## src/rtl/start_rle_streamer.sv

```systemverilog
// Start-screen RLE streamer: expands run-length words from a synchronous ROM into
// one palette index per visible VGA pixel, with 2x horizontal and 2x vertical upscale.
module start_rle_streamer #(
  parameter int unsigned IMG_W  = 320,
  parameter int unsigned IMG_H  = 240,
  parameter int unsigned ADDR_W = 14,
  parameter int unsigned RUN_W  = 12
) (
  input  logic              clk,
  input  logic              rst_n,
  input  logic              pix_tick,
  input  logic              frame_start,
  input  logic              active,
  output logic [ADDR_W-1:0] rom_addr,
  input  logic [15:0]       rom_data,
  output logic [3:0]        start_color_index,
  output logic              index_valid,
  output logic              underrun
);
  localparam int unsigned COL_W = (IMG_W > 1) ? $clog2(IMG_W) : 1;
  localparam int unsigned ROW_W = $clog2(IMG_H + 1);
  localparam logic [3:0]  DONE_COLOR = 4'd2;

  typedef enum logic [2:0] {
    IDLE, FETCH_CUR, LOAD_CUR, FETCH_NXT, LOAD_NXT, STREAM
  } state_t;

  typedef struct packed {
    logic [3:0]       col;
    logic [RUN_W-1:0] cnt;
  } run_t;

  // Everything needed to restart decoding at a source-line boundary
  typedef struct packed {
    run_t              cur;
    run_t              nxt;
    logic              nxt_valid;
    logic [ADDR_W-1:0] addr;
  } line_t;

  state_t            state, state_d;
  line_t             live, live_d, snap, snap_d;
  logic [COL_W-1:0]  col, col_d;
  logic [ROW_W-1:0]  row, row_d;
  logic              x_sub, x_sub_d, y_sub, y_sub_d;
  logic              primed, primed_d, done, done_d, snap_pend, snap_pend_d;
  logic [3:0]        index_d;
  logic              index_valid_d, underrun_d;
  run_t              rom_run;

  logic show, consume, wrap, replay, last, advance, swap;

  assign rom_run  = {rom_data[15:12], RUN_W'(rom_data[11:0])};
  assign rom_addr = live.addr;

  // Tick qualification: only once the run registers have been primed for this frame
  assign show    = primed && pix_tick && active && !frame_start;
  assign consume = show && !done && x_sub;
  assign wrap    = consume && (col == COL_W'(IMG_W - 1));
  assign replay  = wrap && !y_sub;
  assign last    = wrap && y_sub && (row == ROW_W'(IMG_H - 1));
  assign advance = consume && !replay && !last;
  assign swap    = advance && (live.cur.cnt == '0) && live.nxt_valid;

  // State register
  always_ff @(posedge clk or negedge rst_n) begin
    if (!rst_n) state <= IDLE;
    else        state <= state_d;
  end

  // Next-state logic
  always_comb begin
    state_d = state;
    case (state)
      IDLE:      state_d = IDLE;
      FETCH_CUR: state_d = LOAD_CUR;
      LOAD_CUR:  state_d = FETCH_NXT;
      FETCH_NXT: state_d = LOAD_NXT;
      LOAD_NXT:  state_d = STREAM;
      STREAM:    if (swap) state_d = FETCH_NXT;
      default:   state_d = IDLE;
    endcase
    // replay discards an in-flight prefetch; the final pixel ends all ROM traffic
    if (replay || last) state_d = STREAM;
    if (frame_start)    state_d = FETCH_CUR;
  end

  // Datapath and output next values
  always_comb begin
    live_d        = live;
    snap_d        = snap;
    col_d         = col;
    row_d         = row;
    x_sub_d       = x_sub;
    y_sub_d       = y_sub;
    primed_d      = primed;
    done_d        = done;
    snap_pend_d   = snap_pend;
    index_d       = start_color_index;
    index_valid_d = 1'b0;
    underrun_d    = underrun;

    if (frame_start) begin
      live_d.addr      = '0;
      live_d.nxt_valid = 1'b0;
      col_d            = '0;
      row_d            = '0;
      x_sub_d          = 1'b0;
      y_sub_d          = 1'b0;
      primed_d         = 1'b0;
      done_d           = 1'b0;
      snap_pend_d      = 1'b0;
    end else begin
      if (state == LOAD_CUR) begin
        live_d.cur  = rom_run;
        live_d.addr = live.addr + ADDR_W'(1);
      end
      if (state == LOAD_NXT) begin
        live_d.nxt       = rom_run;
        live_d.nxt_valid = 1'b1;
        live_d.addr      = live.addr + ADDR_W'(1);
      end

      if (show) begin
        index_valid_d = 1'b1;
        index_d       = done ? DONE_COLOR : live.cur.col;
        x_sub_d       = !x_sub;
      end
      if (consume) col_d = wrap ? '0 : col + COL_W'(1);

      if (advance) begin
        if (live.cur.cnt != '0) begin
          live_d.cur.cnt = live.cur.cnt - RUN_W'(1);
        end else if (live.nxt_valid) begin
          live_d.cur       = live.nxt;
          live_d.nxt_valid = 1'b0;
        end else begin
          underrun_d = 1'b1;
        end
      end

      if (replay) begin
        live_d  = snap;
        y_sub_d = 1'b1;
      end
      if (wrap && y_sub) begin
        y_sub_d = 1'b0;
        row_d   = row + ROW_W'(1);
        done_d  = last;
      end

      // Line snapshots: at first entry to STREAM, and at each new source line once nxt is valid
      if (state == LOAD_NXT && !primed) begin
        primed_d = 1'b1;
        snap_d   = live_d;
      end
      if (wrap && y_sub && !last) begin
        if (live_d.nxt_valid) snap_d = live_d;
        else                  snap_pend_d = 1'b1;
      end
      if (state == LOAD_NXT && snap_pend && !replay) begin
        snap_d      = live_d;
        snap_pend_d = 1'b0;
      end
    end
  end

  always_ff @(posedge clk or negedge rst_n) begin
    if (!rst_n) begin
      live              <= '0;
      snap              <= '0;
      col               <= '0;
      row               <= '0;
      x_sub             <= 1'b0;
      y_sub             <= 1'b0;
      primed            <= 1'b0;
      done              <= 1'b0;
      snap_pend         <= 1'b0;
      start_color_index <= '0;
      index_valid       <= 1'b0;
      underrun          <= 1'b0;
    end else begin
      live              <= live_d;
      snap              <= snap_d;
      col               <= col_d;
      row               <= row_d;
      x_sub             <= x_sub_d;
      y_sub             <= y_sub_d;
      primed            <= primed_d;
      done              <= done_d;
      snap_pend         <= snap_pend_d;
      start_color_index <= index_d;
      index_valid       <= index_valid_d;
      underrun          <= underrun_d;
    end
  end

endmodule
```

## config.mk

```make
export PLATFORM = sky130hd
export DESIGN_NAME = start_rle_streamer
export DESIGN_NICKNAME = d
export VERILOG_FILES = /design/src/rtl/start_rle_streamer.sv
export SDC_FILE = /design/constraint.sdc
export NUM_CORES = 1
export LEC_CHECK = 0
export ABC_AREA = 1
export CORE_ASPECT_RATIO = 0.9
export CORE_MARGIN = 2
export CORE_UTILIZATION = 40
export DETAILED_ROUTE_END_ITERATION = 8
export GPL_TIMING_DRIVEN = 0
export PLACE_DENSITY = 0.58
export SLEW_MARGIN = 40
export SYNTH_ARGS = -nofsm -noshare
export SYNTH_HDL_FRONTEND = slang
export SYNTH_SLANG_ARGS = --single-unit
```

## constraint.sdc

```tcl
create_clock -name clk -period 2.9 [get_ports clk]
set_clock_uncertainty 0.2 [all_clocks]
set_input_delay 0.58 -clock clk [delete_from_list [all_inputs] [get_ports clk]]
set_output_delay 0.58 -clock clk [all_outputs]
set_load 0.05 [all_outputs]
```

=== After elaboration in Yosys (flattened, before gate mapping) ===
Cells that the tools add are included.

* Muxes and demuxes: 42
* Bitwise logic cells: 3
* Add/subtract/negate cells: 4
* Eq/ne operators: 9
* Reduce and logical (&&, ||, !) cells: 36

{| class="wikitable"
|+ Operator list
! kind !! number
|-
| $mux W47 || 6
|-
| $mux W16 || 3
|-
| $mux W31 || 1
|-
| $mux W9 || 3
|-
| $mux W1 || 18
|-
| $logic_and A1 B1 Y1 || 17
|-
| $mux W8 || 2
|-
| $mux W15 || 1
|-
| $pmux W3 S5 || 1
|-
| $add A14 B1 Y14 const B || 1
|-
| $mux W14 || 1
|-
| $logic_not A12 Y1 || 1
|-
| $mux W12 || 1
|-
| $reduce_bool A12 Y1 || 1
|-
| $sub A12 B1 Y12 const B || 1
|-
| $add A9 B1 Y9 const B || 1
|-
| $eq A9 B9 Y1 const B || 1
|-
| $mux W3 || 3
|-
| $add A8 B1 Y8 const B || 1
|-
| $eq A8 B8 Y1 const B || 1
|-
| $mux W4 || 2
|-
| $reduce_bool A2 Y1 || 4
|-
| $logic_not A1 Y1 || 7
|-
| $eq A3 B2 Y1 const B || 2
|-
| other kinds (9) || 14
|}

* Bits in registers: 125
* Word-level logic and storage cells: 117
* Output and inout bits: 20
* Input bits: 21

=== Depth between registers and ports, before layout ===
Gate-level depths: netlist of run 1.

* Word-level depth: 17
* Depth in mapped cells: 15
* Depth with buffers taken out: 15

=== Worst setup path before layout of run 1 ===
No wires, ideal clock.

* Kind: input -> register
* From: input port pix_tick
* To: register snap[10] in the netlist's numbering
* Path slack: 740 ps
* Required time: 2584 ps
* Setup time: 116 ps
* Path buffers: 2
* Cell stages on the path: 13
* Arrival: 1844 ps
* Cell sequence: nand2_1 nor2_2 nand4_4 a21oi_4 nand2_4 nand2_2 nand2_2 nand2_2 nand2_4 buf_8 buf_8 nand2_1 nand2_1

* Word-level cells in the longest chain between the ends: 16
* Elaborated cells between the ends (all ways): 22
* Classes of those cells: 7 x mux; 15 x reduce/logical

{| class="wikitable"
|+ RTL lines
! what !! line !! source
|-
| start: declaration || 11 || <nowiki>input logic pix_tick,</nowiki>
|-
| $logic_and A1 B1 Y1 * (3 in series) || 57 || <nowiki>assign show = primed && pix_tick && active && !frame_start;</nowiki>
|-
| $logic_and A1 B1 Y1 * (2 in series) || 58 || <nowiki>assign consume = show && !done && x_sub;</nowiki>
|-
| $logic_and A1 B1 Y1 || 59 || <nowiki>assign wrap = consume && (col == COL_W'(IMG_W - 1));</nowiki>
|-
| $logic_and A1 B1 Y1 (on tied branches) || 60, 61, 157 ||
|-
| $logic_not A1 Y1 / $logic_and A1 B1 Y1 (equally long branches) || 62, 161, 61 ||
|-
| $logic_and A1 B1 Y1 / $logic_not A1 Y1 (equally long branches) || 62, 157 ||
|-
| $logic_and A1 B1 Y1 || 62 || <nowiki>assign advance = consume && !replay && !last;</nowiki>
|-
| $mux W1 || 131 || <nowiki>if (advance) begin</nowiki>
|-
| $mux W47 || 142 || <nowiki>if (replay) begin</nowiki>
|-
| $mux W47 || 103 || <nowiki>if (frame_start) begin</nowiki>
|-
| $mux W47 || 158 || <nowiki>if (live_d.nxt_valid) snap_d = live_d;</nowiki>
|-
| $mux W47 || 157 || <nowiki>if (wrap && y_sub && !last) begin</nowiki>
|-
| $mux W47 * || 161 || <nowiki>if (state == LOAD_NXT && snap_pend && !replay) begin</nowiki>
|-
| end signal: assignment || 184 || <nowiki>snap <= snap_d;</nowiki>
|-
| end: declaration || 42 || <nowiki>line_t live, live_d, snap, snap_d;</nowiki>
|}

Every way passes the cells marked *; elsewhere a longest branch is shown, timed or not. The select of a mux whose other input is x is not followed.
A chain may end at the register's enable or synchronous reset.

=== Worst setup path in the final report of run 1 ===
* From: input port frame_start
* To: register snap[32] in the netlist's numbering

* Word-level cells in the longest chain between the ends: 16
* Elaborated cells between the ends (all ways): 22
* Classes of those cells: 8 x mux; 14 x reduce/logical

{| class="wikitable"
|+ RTL lines
! what !! line !! source
|-
| start: declaration || 12 || <nowiki>input logic frame_start,</nowiki>
|-
| $logic_not A1 Y1 || 57 ||
|-
| $logic_and A1 B1 Y1 || 57 ||
|-
| $logic_and A1 B1 Y1 (2 in series) || 58 ||
|-
| $logic_and A1 B1 Y1 || 59 ||
|-
| $logic_and A1 B1 Y1 (on tied branches) || 60, 61, 157 ||
|-
| $logic_not A1 Y1 / $logic_and A1 B1 Y1 (equally long branches) || 62, 161, 61 ||
|-
| $logic_and A1 B1 Y1 / $logic_not A1 Y1 (equally long branches) || 62, 157 ||
|-
| $logic_and A1 B1 Y1 || 62 ||
|-
| $mux W16 || 131 ||
|-
| $mux W47 || 142 ||
|-
| $mux W47 || 103 ||
|-
| $mux W47 || 153 || <nowiki>if (state == LOAD_NXT && !primed) begin</nowiki>
|-
| $mux W47 || 158 ||
|-
| $mux W47 || 157 ||
|-
| $mux W47 || 161 ||
|}

Several ways; a longest one is shown, not always the timed one. The select of a mux whose other input is x is not followed.

==> results of run 1 <==
cell usage after synthesis, types with 2 or more instances:
library cell / number
nand2_1: 413
nor3_1: 10
xor2_1: 11
nand3_1: 66
xnor2_1: 4
o21ai_0: 53
nor2_4: 4
buf_8: 2
a31oi_1: 20
ha_1: 5
nand2_4: 4
buf_4: 18
clkbuf_1: 20
buf_2: 9
inv_1: 72
nand4_1: 4
buf_1: 4
nor2_1: 62
buf_12: 2
and2_1: 6
nand2_2: 7
and3_1: 2
inv_2: 5
nand3_2: 32
a21oi_1: 25
nand3b_1: 7
nor2_2: 3
dfrtp_1: 125
routing by layer:
layer | up-vias | share of wire | global-route usage
met3 | 23 | 0.061 | 0.05276
met2 | 219 | 0.43 | 0.3448
li1 | 3340 | - | -
met1 | 3308 | 0.49 | 0.3543
met5 | - | 0 | 0
met4 | 0 | 0.017 | 0.06357
state kept, by name, summed over array words and instances, names as in the netlist, 3 cells and up:
name,cells
snap,47
live,33
rom_addr,14
col,9
row,8
start_color_index,4
state,3
critical path: stages:
cell	delay, ns
clkdlybuf4s50_1	0.49
inv_4	0.20
nand4_4	0.17
nor2_1	0.20
nand2_2	0.19
clkinv_1	0.16
nand2_2	0.08
nand2_2	0.09
nand2_2	0.06
nand2_4	0.09
nand2_4	0.11
buf_2	0.23
nand2_1	0.08
nand2_1	0.05
kinds of logic (layout without fill, tap and decap cells):
group | after synthesis | after routing | synth area share
AOI/OAI and AO/OA | 106 | 106 | 0.07995
buffers and inverters | 134 | 208 | 0.08742
and+or+nand+nor | 625 | 625 | 0.3819
DFF | 125 | 125 | 0.4244
xor gates and xnor gates | 15 | 15 | 0.01782
adders and majority gates | 5 | 5 | 0.008488
through the flow:
stage | setup TNS [ns] | setup slack [ns] | instances | area [sq um]
after detailed placement | -16.19 | -0.3631 | 1296 | 8110
after global routing | 0 | 0.04086 | 1329 | 8756
after floorplan | 0 | 0.7397 | 1010 | 7371
after global placement | -558.78 | -4.363 | 1295 | 8078
final | 0 | 0.2257 | 1329 | 8756
after CTS | 0 | 0.06959 | 1329 | 8746
cell type report:
type | count | area share
Clock inverter | 11 | 0.01772
Multi-Input combinational cell | 751 | 0.4113
Clock buffer | 21 | 0.05373
Sequential cell | 125 | 0.3572
Tap cell | 245 | 0.03501
Inverter | 78 | 0.03372
Timing Repair Buffer | 42 | 0.05059
Buffer | 56 | 0.04073
what timing repair did:
item,4_1_cts,5_1_grt
hold buffers,1,0
endpoints found under the hold margin,60,0
endpoints found under the setup margin,0,18
gates resized for setup,0,5
final timing paths:
kind                            endpoint  cells after the start   startpoint  slack [ns]
worst max-delay path            snap[32]                     14  frame_start        0.23
worst min-delay path             snap[0]                      2      snap[0]        0.27
worst max register to register  live[35]                     12     live[31]        0.24
worst min register to register   snap[0]                      2      snap[0]        0.27
max in group asynchronous        snap[0]                      3        rst_n        1.29
min in group asynchronous         col[4]                      2        rst_n        0.50
report_power, final:
part / switching, mW / internal, mW
logic: 0.931 / 0.497
registers: 0.261 / 2.15
clock network: 0.848 / 1.43
total: 2.04 / 4.08
==> flow_summary.ini, run 1 <==
[power]
power_density_nw_per_um2 = 698.3
p_leak_nw = 4.227
p_total_mw = 6.114
vdd_drop_max_v = 0.0003439

[finish]
mostFrequentLayoutCells = 413 x nand2_1, 125 x dfrtp_1, 72 x inv_1
num-nets-final = 1097
post-route-util = 0.4803
n_fill_cell = 1861
drive_above_1_share = 0.1172
syn2layout_area_growth_pct = 18.79
diodes = 0
layout_commonest_cell = nand2_1
regArea_sq_um = 3128
multiInputGateArea_sq_um = 3601

[logic_synthesis]
synth_ff_type = dfrtp_1
synth.ff_latch_count = 125
syn_avg_cell_area_sq_um = 7.298
yosysSeqAreaShare = 0.4244
yosysTopAreaCellShare = 0.4244
synth_cell_types = 43
netlist_area_sq_um = 7371
postSynth.asyncResetShare = 1.000
syn_inst = 1010
ys.warnings.count = 0
ys_top_cells_by_area = dfrtp_1 42%, nand2_1 21%, nand3_1 4.5%, nand3_2 4.3%, inv_1 3.7%
syn_nets = 1036
synth_edf_count = 0
yosys.area.top_type = dfrtp_1

[status]
status = completed

[sta]
setup_viol = 0
fin_crit_sh = 0.9222
worst_slew_pin_slew_ns = 0.6777
period_minus_slack_ns = 2.674
drv_slew = 0
max_slew_margin = 0.5482
whs_ns = 0.2706
rsz0062_at_grt = false
max_freq_mhz = 373.9
hold_viol_final = 0

[clock_tree]
clk_pin_slew_ns = 0.06
cts_tree = yes
insertion_delay_ns = 0.43
cts_htree_levels = 4
root_buffer = clkbuf_16
cts_setup_buffers = 0
cts_made_buffers = 17
clk_path_buf_depth = 2
clock-sinks = 125

[drt]
wl_um = 22260
ant_nets = 0
dr.pass1.iters = 5
drc = 0
wl_per_cell_um = 16.75
viasPerCell = 5.184
vias = 6890
drtIter0Drc = 573

[placed_design]
portBuffers = 40
gp_congestion = 0.9146
post-dp-hpwl_um = 15920

[grt]
grt_overflow = 0
grt_pass1_vias = 6270
grt_max_degree = 66
grt_use_total = 0.2367
grt_pass1_wl_um = 35380
antenna_found_initial = 0

[floorplanning]
io_pins = 41
dieArea_sq_um = 19530
fp.coreArea_sq_um = 18230
initial_utilization = 0.4043
rows = 47
die_x_um = 147.1
die_height_um = 132.8

[flow_run]
maxCapViolCount = 0

[setup_path]
required_ns = 3.01
cp-end-kind = flop
start_kind = input pin
path_class = in -> reg
crit_fanout = 10
worst_ep_arrival_time_ns = 2.78

[min_path]
hold_path.class = reg -> reg
Power figures use the tool's default switching activity.
==> run 2: changes to the inputs <==
--- a/config.mk
+++ b/config.mk
@@ -7,11 +7,11 @@
 export LEC_CHECK = 0
 export ABC_AREA = 1
 export CORE_ASPECT_RATIO = 0.9
-export CORE_MARGIN = 2
-export CORE_UTILIZATION = 40
+export CORE_UTILIZATION = 60
 export DETAILED_ROUTE_END_ITERATION = 8
 export GPL_TIMING_DRIVEN = 0
-export PLACE_DENSITY = 0.58
+export PLACE_DENSITY = 0.81
+export SKIP_LAST_GASP = 1
 export SLEW_MARGIN = 40
 export SYNTH_ARGS = -nofsm -noshare
 export SYNTH_HDL_FRONTEND = slang
==> run 2 against run 1 <==
Global-route usage up 11 points. Final cell count down 6.6%. Wire length down 8.0%. Total power down 1.9%. Sequential share of layout area up 0.62 points. Core utilization up 24 points. Critical path type unchanged.
==> flow_summary.ini, run 2 (same netlist as run 1, synthesis figures left out) <==
[power]
power_density_nw_per_um2 = 696.8
vdd_drop_max_v = 0.0005028
p_total_mw = 5.997
p_leak_nw = 4.227

[drt]
wl_per_cell_um = 16.51
dr.pass1.iters = 5
ant_nets = 0
viasPerCell = 5.658
wl_um = 20490
vias = 7022
drtIter0Drc = 740
drc = 0

[grt]
grt.met2_usage = 0.5104
grt.busiest_layer = met2
grt.met3_usage = 0.08138
antenna_found_initial = 0
grt_overflow = 0
grt_pass1_wl_um = 33120
use_met1 = 0.4643
grt_max_degree = 66
grt_pass1_vias = 6503
grt_use_total = 0.3420

[clock_tree]
cts_tree = yes
cts_htree_levels = 4
root_buffer = clkbuf_16
cts_setup_buffers = 0
insertion_delay_ns = 0.42
cts_made_buffers = 17
clk_path_buf_depth = 2
clk_pin_slew_ns = 0.05
clock-sinks = 125

[setup_path]
crit_path_frequent_cell = nand2_1
start_kind = input pin
cp-end-kind = flop
crit_path_cell_trace = clkdlybuf4s50_1 > inv_4 > nand4_4 > nor2_1 > nand2_2 > clkinv_1 > buf_2 > buf_2 > nand2_1 > nand2_1 > nand2_1 > o21ai_0
path_class = in -> reg
cp_slowest_stage_delay_ns = 0.50
path_buf_inv = 5
required_ns = 3.03
worst_ep_arrival_time_ns = 2.93
crit_fanout = 10
crit_slowest_cell = clkdlybuf4s50_1
critical-path-top-delay-family = buffers and inverters

[finish]
top_register = snap
syn2layout_area_growth_pct = 16.77
largest_reg_flops = 47
post-route-util = 0.7155
n_fill_cell = 952
drive_above_1_share = 0.1138
diodes = 0
num-nets-final = 1097
final_area_sq_um = 8607
regArea_sq_um = 3128
mostFrequentLayoutCells = 413 x nand2_1, 125 x dfrtp_1, 72 x inv_1
layout_commonest_cell = nand2_1
multiInputGateArea_sq_um = 3601
final_cells = 1241

[floorplanning]
die_x_um = 118.8
fp.coreArea_sq_um = 12030
die_height_um = 107.2
dieArea_sq_um = 12730
io_pins = 41
initial_utilization = 0.6128
rows = 38

[sta]
hold_viol_final = 0
max_freq_mhz = 357.5
whs_ns = 0.2635
drv_slew = 0
setup_viol = 0
worst_slew_pin_slew_ns = 0.6361
final.setup.worst_slack_ns = 0.1027
fin_crit_sh = 0.9646
max_slew_margin = 0.5759
tns_ns = 0
period_minus_slack_ns = 2.797

[placed_design]
portBuffers = 40
placed_area_sq_um = 8004
gp_congestion = 0.9783
pre_cts_ws_ns = -0.3149
placed_cells = 1211
post-dp-hpwl_um = 14550

[min_path]
hold_path.class = reg -> reg

[flow_run]
maxCapViolCount = 0

[status]
status = completed
run 2: changes by cell type in the layout (fill, tap and decap cells not counted), sizes merged:
cell,before,now
clkinvlp,4,0
clkbuf,43,42
clkinv,2,5
inv,80,77
buf,36,38
run 2: what timing repair did:
action	4_1_cts	5_1_grt
hold buffers	1	0
endpoints found under the hold margin	60	0
endpoints found under the setup margin	0	3
gates resized for setup	0	2
run 2: per-layer routing:
metal | share of wire | wire, um
met5 | 0 | 0
met4 | 0.047 | 956
met3 | 0.080 | 1633
met2 | 0.44 | 8964
met1 | 0.44 | 8940
run 2: final cells by class:
type	instances	area share
buffer	56	0.04085
clock inverter	7	0.01323
tap	160	0.02326
clock buffer	22	0.05510
multi-input combinational	751	0.4184
timing repair buffer	42	0.05146
inverter	78	0.03431
sequential	125	0.3634
run 2: worst reg2reg max path: stages (launching register included):
cell and delay (ns):
dfrtp_1 0.38, ha_2 0.27, nand2_1 0.08, nor2_2 0.14, nand3_1 0.10, nor2_1 0.13
nand2_2 0.21, clkinv_1 0.15, buf_2 0.26, buf_2 0.27, nand2_1 0.08, nand2_1 0.12
nand2_1 0.11, o21ai_0 0.11
run 2: final timing paths:
check,start,end,slack [ns],cells past startpoint
setup / recovery,frame_start,live[41],0.10,12
max in group asynchronous,rst_n,rom_addr[7],1.30,3
min in group asynchronous,rst_n,live[41],0.49,2
hold reg to reg,snap[11],snap[11],0.26,2
setup reg to reg,col[0],live[41],0.20,13
hold / removal,snap[11],snap[11],0.26,2
run 2: power by group:
group	switching (mW)	internal [mW]	total (mW)
Clock	0.745	1.40	2.14
Sequential	0.267	2.15	2.42
Combinational	0.938	0.498	1.44
==> run 3: changes to the inputs <==
--- a/config.mk
+++ b/config.mk
@@ -6,6 +6,7 @@
 export NUM_CORES = 1
 export LEC_CHECK = 0
 export ABC_AREA = 1
+export ABC_CLOCK_PERIOD_IN_PS = 2900
 export CORE_ASPECT_RATIO = 0.9
 export CORE_UTILIZATION = 60
 export DETAILED_ROUTE_END_ITERATION = 8
==> results of run 3 <==
The final DEF is identical to that of run 2; final timing and power are the same.
